### config.mk
export PLATFORM = sky130hd
export DESIGN_NAME = piso_serializer
export DESIGN_NICKNAME = d
export VERILOG_FILES = /design/src/rtl/piso_serializer.sv
export SDC_FILE = /design/constraint.sdc
export NUM_CORES = 1
export LEC_CHECK = 0
export BUFFER_PORTS_ARGS = -buffer_cell sky130_fd_sc_hd__buf_2
export CORE_MARGIN = 5
export CORE_UTILIZATION = 48
export CTS_CLUSTER_SIZE = 25
export DETAILED_ROUTE_END_ITERATION = 10
export PLACE_DENSITY = 0.74
export SLEW_MARGIN = 20
export SYNTH_ARGS = -nofsm -noshare
export SYNTH_HDL_FRONTEND = slang
export SYNTH_SLANG_ARGS = --single-unit
### constraint.sdc
create_clock -name clk -period 1.9 [get_ports clk]
set_input_delay 0.095 -clock clk [delete_from_list [all_inputs] [get_ports clk]]
set_output_delay 0.095 -clock clk [all_outputs]
set_load 0.1 [all_outputs]
### src/rtl/piso_serializer.sv
// Parallel-in/serial-out feeder: takes N-bit words over valid/ready and emits one bit per shift_en clock.
// Define PISO_PARITY_EN to append an even-parity bit after each word's N data bits.
module piso_serializer #(
    parameter int unsigned N         = 8,
    parameter bit          MSB_FIRST = 1'b1
) (
    input  logic         clk,
    input  logic         reset_n,
    input  logic [N-1:0] in_data,
    input  logic         in_valid,
    output logic         in_ready,
    input  logic         shift_en,
    output logic         ser_out,
    output logic         ser_valid,
    output logic         frame_start,
    output logic         busy
);

`ifdef PISO_PARITY_EN
    localparam int unsigned F = N + 1;
`else
    localparam int unsigned F = N;
`endif
    localparam int unsigned CW = $clog2(F);

    localparam logic [1:0] ST_IDLE   = 2'd0;
    localparam logic [1:0] ST_SHIFT  = 2'd1;
`ifdef PISO_PARITY_EN
    localparam logic [1:0] ST_PARITY = 2'd2;
`endif

    logic [1:0]    state_q, state_d;
    logic [N-1:0]  shreg_q, shreg_d;
    logic [CW-1:0] cnt_q, cnt_d;
    logic          ser_out_q, ser_out_d;
    logic          ser_valid_q, ser_valid_d;
    logic          frame_start_q, frame_start_d;
`ifdef PISO_PARITY_EN
    logic          parity_q, parity_d;
`endif

    logic last_bit_c;
    logic accept_c;
    logic load_c;

    // Bit that leaves the word first, and the word with that bit removed (zero-filled).
    function automatic logic head_bit(input logic [N-1:0] w);
        return MSB_FIRST ? w[N-1] : w[0];
    endfunction

    function automatic logic [N-1:0] advance(input logic [N-1:0] w);
        return MSB_FIRST ? {w[N-2:0], 1'b0} : {1'b0, w[N-1:1]};
    endfunction

    always_comb begin
`ifdef PISO_PARITY_EN
        last_bit_c = (state_q == ST_PARITY);
`else
        last_bit_c = (state_q == ST_SHIFT) && (cnt_q == CW'(F - 1));
`endif
    end

    assign in_ready = (state_q == ST_IDLE) | (last_bit_c & shift_en);
    assign accept_c = in_valid & in_ready;

    // Next-state and next-output logic.
    always_comb begin
        state_d       = state_q;
        shreg_d       = shreg_q;
        cnt_d         = cnt_q;
        ser_out_d     = ser_out_q;
        ser_valid_d   = ser_valid_q;
        frame_start_d = frame_start_q;
`ifdef PISO_PARITY_EN
        parity_d      = parity_q;
`endif
        load_c        = 1'b0;

        case (state_q)
            ST_IDLE: begin
                load_c = accept_c;
            end
            ST_SHIFT: begin
                if (shift_en) begin
                    if (last_bit_c) begin
                        load_c        = accept_c;
                        state_d       = ST_IDLE;
                        shreg_d       = '0;
                        cnt_d         = '0;
                        ser_out_d     = 1'b0;
                        ser_valid_d   = 1'b0;
                        frame_start_d = 1'b0;
                    end else begin
                        cnt_d         = cnt_q + CW'(1);
                        frame_start_d = 1'b0;
                        ser_out_d     = head_bit(shreg_q);
                        shreg_d       = advance(shreg_q);
`ifdef PISO_PARITY_EN
                        if (cnt_q == CW'(N - 1)) begin
                            state_d   = ST_PARITY;
                            ser_out_d = parity_q;
                        end
`endif
                    end
                end
            end
`ifdef PISO_PARITY_EN
            ST_PARITY: begin
                if (shift_en) begin
                    load_c        = accept_c;
                    state_d       = ST_IDLE;
                    shreg_d       = '0;
                    cnt_d         = '0;
                    ser_out_d     = 1'b0;
                    ser_valid_d   = 1'b0;
                    frame_start_d = 1'b0;
                end
            end
`endif
            default: begin
                state_d       = ST_IDLE;
                shreg_d       = '0;
                cnt_d         = '0;
                ser_out_d     = 1'b0;
                ser_valid_d   = 1'b0;
                frame_start_d = 1'b0;
            end
        endcase

        // A captured word presents its first bit on the very next cycle.
        if (load_c) begin
            state_d       = ST_SHIFT;
            ser_out_d     = head_bit(in_data);
            shreg_d       = advance(in_data);
            cnt_d         = '0;
            ser_valid_d   = 1'b1;
            frame_start_d = 1'b1;
`ifdef PISO_PARITY_EN
            parity_d      = ^in_data;
`endif
        end
    end

    always_ff @(posedge clk or negedge reset_n) begin
        if (!reset_n) begin
            state_q       <= ST_IDLE;
            shreg_q       <= '0;
            cnt_q         <= '0;
            ser_out_q     <= 1'b0;
            ser_valid_q   <= 1'b0;
            frame_start_q <= 1'b0;
`ifdef PISO_PARITY_EN
            parity_q      <= 1'b0;
`endif
        end else begin
            state_q       <= state_d;
            shreg_q       <= shreg_d;
            cnt_q         <= cnt_d;
            ser_out_q     <= ser_out_d;
            ser_valid_q   <= ser_valid_d;
            frame_start_q <= frame_start_d;
`ifdef PISO_PARITY_EN
            parity_q      <= parity_d;
`endif
        end
    end

    assign ser_out     = ser_out_q;
    assign ser_valid   = ser_valid_q;
    assign frame_start = frame_start_q;
    assign busy        = (state_q != ST_IDLE);

endmodule

==> out/summary.txt <==
Final worst slack - 209 ps
Final wirelength - 1110 µm
CTS tree - done
Initial antenna violation count - 0
H-tree levels - 1
Largest net degree at the start of global routing - 14
Worst-path clk slew - 80 ps
Measured slew at the worst slew-check pin - 740 ps
Worst vdd ir - 0.819 mV
Synth Register Bits - 13
Critical Path AT - 1600 ps
CP startpoint kind - flip-flop
PortBufs - 16
Post-route minimum period - 1690 ps
Share of post-route cells with drive strength above 1 - 39.4%
Drt initial violations - 8
LEAKAGE - 0.000435 µW
Hold Violations, Final - 0
Die height - 46.1 µm
Mapped Area - 624 µm²
Synthesized Nets - 62
Root Buffer - clkbuf_4
Worst hold path class - input port to flip-flop
Top Ports - 17
Ys Warns - 0
Most common cell after layout, fill and taps aside - buf_2
Clk_skew - 1.29 ps
Worst skew pair latency - 260 ps
Final setup viols - 0
Fin crit share - 89.0%
Synth Area per Inst - 13.0 µm²
DRT Pass-1 Iters - 4
DRC - 0
CTS buffer count - 3
Crit Path Max Fanout - 3
Detail Placement HPWL - 818 µm
Syn Inst Count - 48
FP Rows - 13
Worst EP required - 1800 ps
Sequential share of the synthesized area - 52.1%
Reg2Reg Setup Slack - 330 ps
Main area contributors after synthesis - dfrtp_1 52%, a22o_1 11%, a21o_1 8.4%
Rel. slew slack - 49.3%
Cell variety after synth - 18
Fin cells - 81
Area share of the largest cell type after synthesis - 52.1%
Power Density - 1450 mW/mm²
Maxcap violations - 0
Antenna Nets Post-Route - 0
Initial Util - 49.2%
Outcome - finished, final reports clean
Max Clock Freq - 591 MHz
CTS Hold Bufs - 1
Max Root-Sink Buffers - 2
Most frequent cells in the layout - 16 x buf_2, 13 x dfrtp_1, 8 x a22o_1, 7 x a21o_1, 3 x clkbuf_4
Final net count - 81
Total GRT Usage - 12.9%
Post-CTS Resized - 0
Unrepaired setup endpoints after global routing - false
Layout area overhead - 16.2%
Fin Setup TNS - 0 ps
Ant diodes - 0
Setup CP Type - flip-flop to output pin
Core region area - 0.00127 mm²
Die ar. - 0.00212 mm²
WL/cell - 13.7 µm
Pre-CTS WS - 332 ps
Post-CTS setup buffers - 0
Die X - 46.1 µm
Drt via density - 5.33
Max-slew violations - 0
Vias in the first global route - 450
Clock sinks - 13
Grt total ovfl - 0
Number of cells after detailed placement - 76
Routed via count - 432
First-pass GRT wire length - 1930 µm
Post-synth top area cell - dfrtp_1
Element type at the critical path end - output pin
GP Congestion - 0.681
## cell type report
cell class | count | area (µm²)
clock buffers | 4 | 26.3
flip-flops and latches | 13 | 325
well taps | 15 | 18.8
multi-input cells | 29 | 250
inverters | 2 | 7.51
repair buffers | 18 | 97.6
fillers | 114 | 543
## critical path, cell delays in order (launching register included)
cell and delay (ps):
dfrtp_1 400, ha_1 200, ha_1 220, a21boi_2 180
inv_1 50, buf_2 280
## stage by stage
| step | util (%) | power (µW) | instance area [µm²] | hold slack [ps] |
|---|---|---|---|---|
| finish | 57.2 | 1050 | 726 | 23.4 |
| global placement | 54.3 | 884 | 689 | -2.09 |
| CTS | 57.2 | 1060 | 726 | 19.1 |
| detailed placement | 54.3 | 892 | 689 | -1.40 |
| floorplan | - | 824 | 624 | -201 |
| global route | 57.2 | 1130 | 726 | 24.3 |
## cell families after synthesis
kind of cell,Yosys count,synth area share (%)
AOI/OAI and AO/OA,20,26.9
adders and majority gates,2,4.01
buffers and inverters,6,7.82
DFF,13,52.1
muxes,3,5.21
and+or+nand+nor,4,4.01
## per-layer routing
metal	global-route usage [%]	wire, µm	part of all wire, %	up-vias
li1	-	-	-	215
met1	17.4	520	47	207
met2	19.5	532	48	8
met3	2.34	50	4.5	2
met4	6.82	9	0.81	0
met5	0	0	0	-
## flip-flops by register name, indices dropped and copies added (netlist names)
name and flops:
cnt_q 3, ser_valid 1, frame_start 1, ser_out 1, shreg_q 7
## cells in the mapped netlist
library cell,number
buf_4,1
or2_2,1
a21o_2,1
mux2_2,2
inv_1,2
o22ai_1,1
nand2_1,1
ha_1,2
o2bb2ai_1,1
a22o_2,1
a21o_1,7
a22o_1,8
buf_6,3
nor2b_1,1
and3b_1,1
a21boi_2,1
mux2i_1,1
dfrtp_1,13
## where the power goes
part	internal [µW]	switching, µW
Sequential	372	59.2
Combinational	172	285
Clock	81.1	82.9
Total	625	427
## final timing paths
| check | start | cells after the start | end |
|---|---|---|---|
| worst max-delay path | cnt_q[0]$_DFFE_PN0P_ | 5 | in_ready |
| worst min-delay path | in_data[7] | 2 | ser_out$_DFFE_PN0P_ |
| worst max register to register | cnt_q[0]$_DFFE_PN0P_ | 6 | shreg_q[1]$_DFFE_PN0P_ |
| worst min register to register | frame_start$_DFFE_PN0P_ | 1 | frame_start$_DFFE_PN0P_ |
| max in group asynchronous | reset_n | 2 | ser_out$_DFFE_PN0P_ |
| min in group asynchronous | reset_n | 2 | cnt_q[2]$_DFFE_PN0P_ |
Power figures use the tool's default switching activity.
